File: src/rtl/div_pkg.sv
// -----------------------------------------------------------------------------
// div_pkg
// Shared definitions for the sequential divider.
//   DEFAULT_WIDTH : default operand/result width (legal range 4..64)
//   state_t       : controller state encoding (IDLE, RUN, FIX, DONE)
//   is_busy_state : helper, 1 for the states in which a divide is in flight
// -----------------------------------------------------------------------------
package div_pkg;

  localparam int DEFAULT_WIDTH = 32;

  typedef enum logic [1:0] {
    IDLE = 2'd0,
    RUN  = 2'd1,
    FIX  = 2'd2,
    DONE = 2'd3
  } state_t;

  function automatic logic is_busy_state(input state_t s);
    return (s == RUN) || (s == FIX);
  endfunction

endpackage

File: src/rtl/seq_divider_if.sv
// -----------------------------------------------------------------------------
// seq_divider_if
// Request/response bundle of the sequential divider.
//   ctrl_DIV        start pulse (master -> divider)
//   ctrl_signed     1 = two's-complement divide, sampled with ctrl_DIV
//   data_operandA   dividend, sampled with ctrl_DIV
//   data_operandB   divisor, sampled with ctrl_DIV
//   data_result     quotient      (divider -> master)
//   data_remainder  remainder
//   data_exception  divide-by-zero or signed overflow
//   data_resultRDY  one-cycle result-valid strobe
//   busy            high while a divide is in flight
//   dbg_state       current controller state, for observation only
//
// Handshake: a request is accepted on any rising edge where ctrl_DIV=1 and
// busy=0; requests seen while busy=1 are dropped. The result is valid on the
// single cycle where data_resultRDY=1 and the result fields then hold until
// the next result strobe.
// -----------------------------------------------------------------------------
interface seq_divider_if
  import div_pkg::*;
#(
  parameter int WIDTH = DEFAULT_WIDTH
) ();

  logic             ctrl_DIV;
  logic             ctrl_signed;
  logic [WIDTH-1:0] data_operandA;
  logic [WIDTH-1:0] data_operandB;
  logic [WIDTH-1:0] data_result;
  logic [WIDTH-1:0] data_remainder;
  logic             data_exception;
  logic             data_resultRDY;
  logic             busy;
  state_t           dbg_state;

  modport master (
    output ctrl_DIV, ctrl_signed, data_operandA, data_operandB,
    input  data_result, data_remainder, data_exception, data_resultRDY,
    input  busy, dbg_state
  );

  modport slave (
    input  ctrl_DIV, ctrl_signed, data_operandA, data_operandB,
    output data_result, data_remainder, data_exception, data_resultRDY,
    output busy, dbg_state
  );

endinterface

File: src/rtl/div_step.sv
// -----------------------------------------------------------------------------
// div_step
// One combinational non-restoring step on a WIDTH+1 bit partial remainder.
//   i_rem     : partial remainder, already shifted left with the next dividend
//               bit in its LSB
//   i_divisor : divisor magnitude
//   i_sub     : 1 = subtract divisor, 0 = add divisor
//   o_rem     : new partial remainder
//   o_q_bit   : quotient bit (1 when the new remainder is non-negative)
// The arithmetic is modulo 2^(WIDTH+1); the true result always lies in
// [-divisor, divisor) and therefore fits, even if the shifted input wrapped.
// -----------------------------------------------------------------------------
module div_step #(
  parameter int WIDTH = 32
) (
  input  logic [WIDTH:0]   i_rem,
  input  logic [WIDTH-1:0] i_divisor,
  input  logic             i_sub,
  output logic [WIDTH:0]   o_rem,
  output logic             o_q_bit
);

  logic [WIDTH:0] w_dvsr_ext;

  assign w_dvsr_ext = {1'b0, i_divisor};
  assign o_rem      = i_sub ? (i_rem - w_dvsr_ext) : (i_rem + w_dvsr_ext);
  assign o_q_bit    = ~o_rem[WIDTH];

endmodule

File: src/rtl/seq_divider.sv
// -----------------------------------------------------------------------------
// seq_divider
// Multi-cycle non-restoring divider, one quotient bit per clock.
//   clock   : sole clock, rising edge
//   reset_n : asynchronous active-low reset
//   bus     : seq_divider_if.slave (request, result, status, debug state)
//
// Sequence: IDLE/DONE --start--> RUN (WIDTH steps) --> FIX --> DONE.
// A zero divisor skips RUN/FIX and goes straight to DONE with the exception
// flag set, result 0 and the dividend as remainder.
//
// Configuration macro SEQ_DIVIDER_SIGNED_EN:
//   defined   : ctrl_signed selects two's-complement divide (quotient truncates
//               toward zero, remainder takes the dividend's sign, MIN/-1 flags
//               an exception with result MIN and remainder 0).
//   undefined : ctrl_signed is ignored and every divide is unsigned; FIX still
//               takes one cycle so latency does not depend on the build.
// -----------------------------------------------------------------------------
module seq_divider
  import div_pkg::*;
#(
  parameter int WIDTH = DEFAULT_WIDTH
) (
  input  logic          clock,
  input  logic          reset_n,
  seq_divider_if.slave  bus
);

  localparam logic [WIDTH-1:0] LAST_CNT = WIDTH'(WIDTH - 1);

  // Controller and datapath state
  state_t           r_state;
  logic [WIDTH-1:0] r_count;
  logic [WIDTH:0]   r_rem;     // signed partial remainder
  logic [WIDTH-1:0] r_quo;     // dividend bits shift out, quotient bits shift in
  logic [WIDTH-1:0] r_dvsr;    // divisor magnitude
  logic             r_ovf;

  // Registered outputs
  logic [WIDTH-1:0] r_result;
  logic [WIDTH-1:0] r_remainder;
  logic             r_exc;
  logic             r_rdy;
  logic             r_busy;

  // Operand conditioning
  logic [WIDTH-1:0] w_a_mag;
  logic [WIDTH-1:0] w_b_mag;
  logic             w_ovf;

  // Step and fix-up datapath
  logic [WIDTH:0]   w_shifted;
  logic             w_sub;
  logic [WIDTH:0]   w_rem_next;
  logic             w_q_bit;
  logic [WIDTH-1:0] w_rem_mag;
  logic [WIDTH-1:0] w_fix_quo;
  logic [WIDTH-1:0] w_fix_rem;

`ifdef SEQ_DIVIDER_SIGNED_EN
  localparam logic [WIDTH-1:0] MIN_VAL = {1'b1, {(WIDTH-1){1'b0}}};

  logic w_a_neg;
  logic w_b_neg;
  logic r_neg_q;
  logic r_neg_r;

  assign w_a_neg = bus.ctrl_signed & bus.data_operandA[WIDTH-1];
  assign w_b_neg = bus.ctrl_signed & bus.data_operandB[WIDTH-1];
  // |MIN| = 2^(WIDTH-1) still fits as an unsigned WIDTH-bit magnitude.
  assign w_a_mag = w_a_neg ? -bus.data_operandA : bus.data_operandA;
  assign w_b_mag = w_b_neg ? -bus.data_operandB : bus.data_operandB;
  assign w_ovf   = bus.ctrl_signed && (bus.data_operandA == MIN_VAL) &&
                   (bus.data_operandB == '1);
`else
  logic w_unused_signed;

  assign w_unused_signed = bus.ctrl_signed;
  assign w_a_mag         = bus.data_operandA;
  assign w_b_mag         = bus.data_operandB;
  assign w_ovf           = 1'b0;
`endif

  // Shift {rem,quo} left by one; the operation depends on the sign of the
  // remainder before the shift.
  assign w_shifted = {r_rem[WIDTH-1:0], r_quo[WIDTH-1]};
  assign w_sub     = ~r_rem[WIDTH];

  div_step #(
    .WIDTH (WIDTH)
  ) u_step (
    .i_rem     (w_shifted),
    .i_divisor (r_dvsr),
    .i_sub     (w_sub),
    .o_rem     (w_rem_next),
    .o_q_bit   (w_q_bit)
  );

  // Restore a negative final remainder; the corrected value is in [0, divisor)
  // so the low WIDTH bits are exact.
  assign w_rem_mag = r_rem[WIDTH-1:0] + (r_rem[WIDTH] ? r_dvsr : '0);

`ifdef SEQ_DIVIDER_SIGNED_EN
  assign w_fix_quo = r_neg_q ? -r_quo : r_quo;
  assign w_fix_rem = r_neg_r ? -w_rem_mag : w_rem_mag;
`else
  assign w_fix_quo = r_quo;
  assign w_fix_rem = w_rem_mag;
`endif

  always_ff @(posedge clock or negedge reset_n) begin
    if (!reset_n) begin
      r_state     <= IDLE;
      r_count     <= '0;
      r_rem       <= '0;
      r_quo       <= '0;
      r_dvsr      <= '0;
      r_ovf       <= 1'b0;
      r_result    <= '0;
      r_remainder <= '0;
      r_exc       <= 1'b0;
      r_rdy       <= 1'b0;
      r_busy      <= 1'b0;
`ifdef SEQ_DIVIDER_SIGNED_EN
      r_neg_q     <= 1'b0;
      r_neg_r     <= 1'b0;
`endif
    end else begin
      r_rdy <= 1'b0;
      case (r_state)
        IDLE, DONE: begin
          if (bus.ctrl_DIV) begin
            r_count <= '0;
            if (bus.data_operandB == '0) begin
              r_state     <= DONE;
              r_rdy       <= 1'b1;
              r_busy      <= 1'b0;
              r_result    <= '0;
              r_remainder <= bus.data_operandA;
              r_exc       <= 1'b1;
            end else begin
              r_state <= RUN;
              r_busy  <= 1'b1;
              r_rem   <= '0;
              r_quo   <= w_a_mag;
              r_dvsr  <= w_b_mag;
              r_ovf   <= w_ovf;
`ifdef SEQ_DIVIDER_SIGNED_EN
              r_neg_q <= w_a_neg ^ w_b_neg;
              r_neg_r <= w_a_neg;
`endif
            end
          end else begin
            r_state <= IDLE;
            r_busy  <= 1'b0;
          end
        end

        RUN: begin
          r_rem   <= w_rem_next;
          r_quo   <= {r_quo[WIDTH-2:0], w_q_bit};
          r_count <= r_count + WIDTH'(1);
          if (r_count == LAST_CNT) begin
            r_state <= FIX;
          end
        end

        FIX: begin
          r_result    <= w_fix_quo;
          r_remainder <= w_fix_rem;
          r_exc       <= r_ovf;
          r_rdy       <= 1'b1;
          r_busy      <= 1'b0;
          r_state     <= DONE;
        end

        default: begin
          r_state <= IDLE;
          r_busy  <= 1'b0;
        end
      endcase
    end
  end

  assign bus.data_result    = r_result;
  assign bus.data_remainder = r_remainder;
  assign bus.data_exception = r_exc;
  assign bus.data_resultRDY = r_rdy;
  assign bus.busy           = r_busy;
  assign bus.dbg_state      = r_state;

endmodule

File: src/flat_wrapper.sv
// flat-port wrapper written by rule: the top's interface ports become plain ports
module seq_divider_flat import div_pkg::*;
#(
  parameter int WIDTH = DEFAULT_WIDTH
)
  (clock, reset_n, bus_ctrl_DIV, bus_ctrl_signed, bus_data_operandA, bus_data_operandB, bus_data_result, bus_data_remainder, bus_data_exception, bus_data_resultRDY, bus_busy, bus_dbg_state);
  seq_divider_if #(.WIDTH(WIDTH)) bus_i ();
  input  logic clock;
  input  logic reset_n;
  input wire logic [$bits(bus_i.ctrl_DIV)-1:0] bus_ctrl_DIV;
  input wire logic [$bits(bus_i.ctrl_signed)-1:0] bus_ctrl_signed;
  input wire logic [$bits(bus_i.data_operandA)-1:0] bus_data_operandA;
  input wire logic [$bits(bus_i.data_operandB)-1:0] bus_data_operandB;
  output wire logic [$bits(bus_i.data_result)-1:0] bus_data_result;
  output wire logic [$bits(bus_i.data_remainder)-1:0] bus_data_remainder;
  output wire logic [$bits(bus_i.data_exception)-1:0] bus_data_exception;
  output wire logic [$bits(bus_i.data_resultRDY)-1:0] bus_data_resultRDY;
  output wire logic [$bits(bus_i.busy)-1:0] bus_busy;
  output wire logic [$bits(bus_i.dbg_state)-1:0] bus_dbg_state;
  assign bus_i.ctrl_DIV = bus_ctrl_DIV;
  assign bus_i.ctrl_signed = bus_ctrl_signed;
  assign bus_i.data_operandA = bus_data_operandA;
  assign bus_i.data_operandB = bus_data_operandB;
  assign bus_data_result = bus_i.data_result;
  assign bus_data_remainder = bus_i.data_remainder;
  assign bus_data_exception = bus_i.data_exception;
  assign bus_data_resultRDY = bus_i.data_resultRDY;
  assign bus_busy = bus_i.busy;
  assign bus_dbg_state = bus_i.dbg_state;
  seq_divider #(.WIDTH(WIDTH)) u_core (.clock(clock), .reset_n(reset_n), .bus(bus_i));
endmodule
File: config.mk
export PLATFORM = sky130hd
export DESIGN_NAME = seq_divider_flat
export DESIGN_NICKNAME = d
export VERILOG_FILES = /design/src/rtl/div_pkg.sv /design/src/rtl/seq_divider_if.sv /design/src/rtl/div_step.sv /design/src/rtl/seq_divider.sv /design/src/flat_wrapper.sv
export SDC_FILE = /design/constraint.sdc
export NUM_CORES = 1
export LEC_CHECK = 0
export ABC_AREA = 1
export CAP_MARGIN = 25
export CORE_MARGIN = 5
export CORE_UTILIZATION = 50
export DETAILED_ROUTE_END_ITERATION = 10
export PLACE_DENSITY_LB_ADDON = 0.1
export SETUP_SLACK_MARGIN = 0.3
export SLEW_MARGIN = 40
export SYNTH_ARGS = -nofsm -noshare
export SYNTH_HDL_FRONTEND = slang
export SYNTH_SLANG_ARGS = --single-unit
File: constraint.sdc
create_clock -name clock -period 6.2 [get_ports clock]
set_clock_uncertainty 0.1 [all_clocks]
set_input_delay 1.24 -clock clock [delete_from_list [all_inputs] [get_ports clock]]
set_output_delay 1.24 -clock clock [all_outputs]
set_load 0.02 [all_outputs]
==> flow_summary_export.csv <==
group,metric,value,unit
critical_path,worstPathArrival,4210,ps
cells_and_area,final_common_cell,"nand2_1",
clock_tree,ctsHoldBuffers,0,
synthesis,synth_nets,2333,
synthesis,synth_edf_count,0,
global_routing,grt_pass1_vias,13400,
global_routing,antenna_found_initial,0,
drt,wire_per_inst,16.1,µm
cells_and_area,fillers,2883,
timing,setup-violations-final,0,
cells_and_area,finalNetCount,2438,
drt,ant_nets,0,
clock_tree,clk_latency,470,ps
critical_path,crit_path_start,"bus_data_operandB[9]",
clock_tree,cts.clk_slew.worst_paths,80,ps
critical_path,worstSetupPathType,"in -> reg",
synthesis,synth_cell_types,42,
synthesis,async_flop_share,100,%
run_status,status,"finished clean",
timing,fmax,253,MHz
synthesis,ys.flop_type,"dfrtp_1",
floorplanning,core,0.0285,mm²
cells_and_area,multi_input_area,0.00812,mm²
critical_path,cp_max_fo,80,
placed_design,dp_hpwl,33.2,mm
global_routing,grt_use_total,27.6,%
synthesis,ys_warn_count,0,
power,power,8.55,mW
critical_path,cp.required,6450,ps
floorplanning,num_rows,62,
floorplanning,ioPinCount,137,
critical_path,timing.rr.start,"u_core.r_dvsr[2]",
timing,holdWs,383,ps
floorplanning,start_util,50.3,%
cells_and_area,mostFrequentLayoutCells,"791 x nand2_1, 263 x inv_1, 246 x nor2_1",
timing,fin_setup_tns,0,ps
global_routing,overflow,0,
clock_tree,cts_resized,0,
synthesis,yosysSeqAreaShare,34.6,%
drt,firstDrtPassIters,7,
job,cap_viol_max_count,0,
drt,routed_wl,43.5,mm
synthesis,syn_area,0.0143,mm²
cells_and_area,fin_util,58.5,%
critical_path,critPathLaunchType,"primary input",
clock_tree,root_buffer,"clkbuf_16",
power,power_density,513,mW/mm²
cells_and_area,area.growth.synth_to_final,16.4,%
power,leakage,8.65,nW
synthesis,netlist_instances,2194,
timing,finalCriticalPeriod,3960,ps
min_path,min_from,"u_core.bus.data_result[8]",
placed_design,io_buffers,135,
placed_design,routabilityCongestion,0.947,
synthesis,ys_ff_latch,198,
drt,drcViolationCount,0,
timing,slew_headroom,46.0,%
cells_and_area,register_area,0.00495,mm²
drt,via_per_inst,5.25,
critical_path,crit_path_end_kind,"flip-flop",
power,peakVddDrop,358,µV
floorplanning,die_w,179,µm
floorplanning,dieArea,0.0321,mm²
timing,tightestPinTransition,809,ps
clock_tree,numCtsBuffers,17,
clock_tree,cts_setup_buffers,0,
clock_tree,clockBufferDepth,2,
clock_tree,cts_tree,"done",
timing,period_share,63.8,%
clock_tree,htreeDepth,4,
drt,drt_iter0_drc,1115,
timing,hold_viol,0,
cells_and_area,antenna_cells,0,
clock_tree,numClockSinks,198,
global_routing,grt_max_degree,113,
floorplanning,fp.dieH,179,µm
global_routing,grt_pass1_wl,70.2,mm
timing,rsz0062_at_grt,"false",
synthesis,avgSynthCellArea,6.53,µm²
cells_and_area,drive_gt1_share,3.37,%
timing,drv_slew,0,
drt,vias,14200,
min_path,min_path_type,"reg -> reg",
-- worst max-delay path, stage by stage --
cell and delay [ps]:
clkdlybuf4s50_1 440, nor2_1 230, nand2_1 80, nor2_1 150, nand2_1 130, nor2_2 400
nand2_1 170, nand2_2 80, buf_4 470, inv_2 40, buf_4 370, a21oi_1 270
a21oi_1 90
-- per-layer routing --
layer	vias to the layer above	share of wire [%]	GRT usage (%)
li1	7171	-	-
met5	-	0	0
met2	411	45	44.4
met4	0	2.0	6.85
met3	61	5.7	4.37
met1	6516	47	39.1
-- logic make-up after synthesis --
kind of cell	synth area share, %
compound gates	10.1
xor+xnor	3.92
fa+ha+maj	6.31
buf+inv	8.88
flops	34.6
mux	0.157
simple gates	36.0
-- cell usage after synthesis (5+ instances only) --
master / instances / area [µm²]
inv_2: 7 / 26.3
clkbuf_1: 37 / 139
nand4_1: 21 / 131
o21ai_0: 81 / 405
o21a_1: 5 / 37.5
nand2_2: 5 / 31.3
o31ai_1: 8 / 60.1
a21oi_1: 92 / 460
o21bai_1: 11 / 82.6
dfrtp_1: 198 / 4950
nor2_1: 247 / 927
inv_1: 263 / 987
a31oi_1: 37 / 231
o21ai_1: 19 / 95.1
buf_2: 20 / 100
xnor2_1: 18 / 158
nand3b_1: 8 / 60.1
nand3_1: 134 / 671
nor3_1: 31 / 155
nor4_1: 7 / 43.8
nand2_1: 791 / 2970
ha_1: 69 / 863
xor2_1: 46 / 403
-- through the flow --
step	worst slack [ps]	area (µm²)	std cells
2_1_floorplan	3470	14300	2194
3_3_place_gp	1860	16000	2663
3_5_place_dp	1790	16000	2663
4_1_cts	2290	16600	2695
5_1_grt	2000	16700	2696
6_report	2240	16700	2696
-- area by class of cell --
cell class | instances | share of cell area [%]
clock buffer | 18 | 2.63
clock inverter | 14 | 1.08
inverter | 271 | 6.10
multi-input combinational | 1664 | 48.7
sequential | 198 | 29.7
tap | 384 | 2.88
timing repair buffer | 147 | 8.89
-- state kept, by name, indices dropped and copies added, names as in the netlist, 2 cells and up --
signal	flops
u_core.r_dvsr	32
u_core.r_quo	32
u_core.bus.data_remainder	32
u_core.r_count	32
u_core.bus.data_result	32
u_core.r_rem	33
u_core.bus.dbg_state	2
-- worst paths after layout --
check	cells past startpoint	endpoint	slack [ps]
worst max-delay path	13	u_core.bus.data_remainder[14]	2240
worst min-delay path	2	u_core.bus.data_result[8]	380
worst max register to register	19	u_core.r_quo[0]	2340
worst min register to register	2	u_core.bus.data_result[8]	380
max in group asynchronous	2	u_core.r_dvsr[21]	4530
min in group asynchronous	1	u_core.r_quo[13]	560
-- power breakdown --
part           total [mW]  internal [mW]  leakage [nW]  switching [mW]
Clock                1.17          0.560         0.299           0.606
Combinational        5.19           1.78          5.84            3.41
Sequential           2.19           1.77          2.51           0.421
No activity file was read; power rests on OpenSTA's default activity.
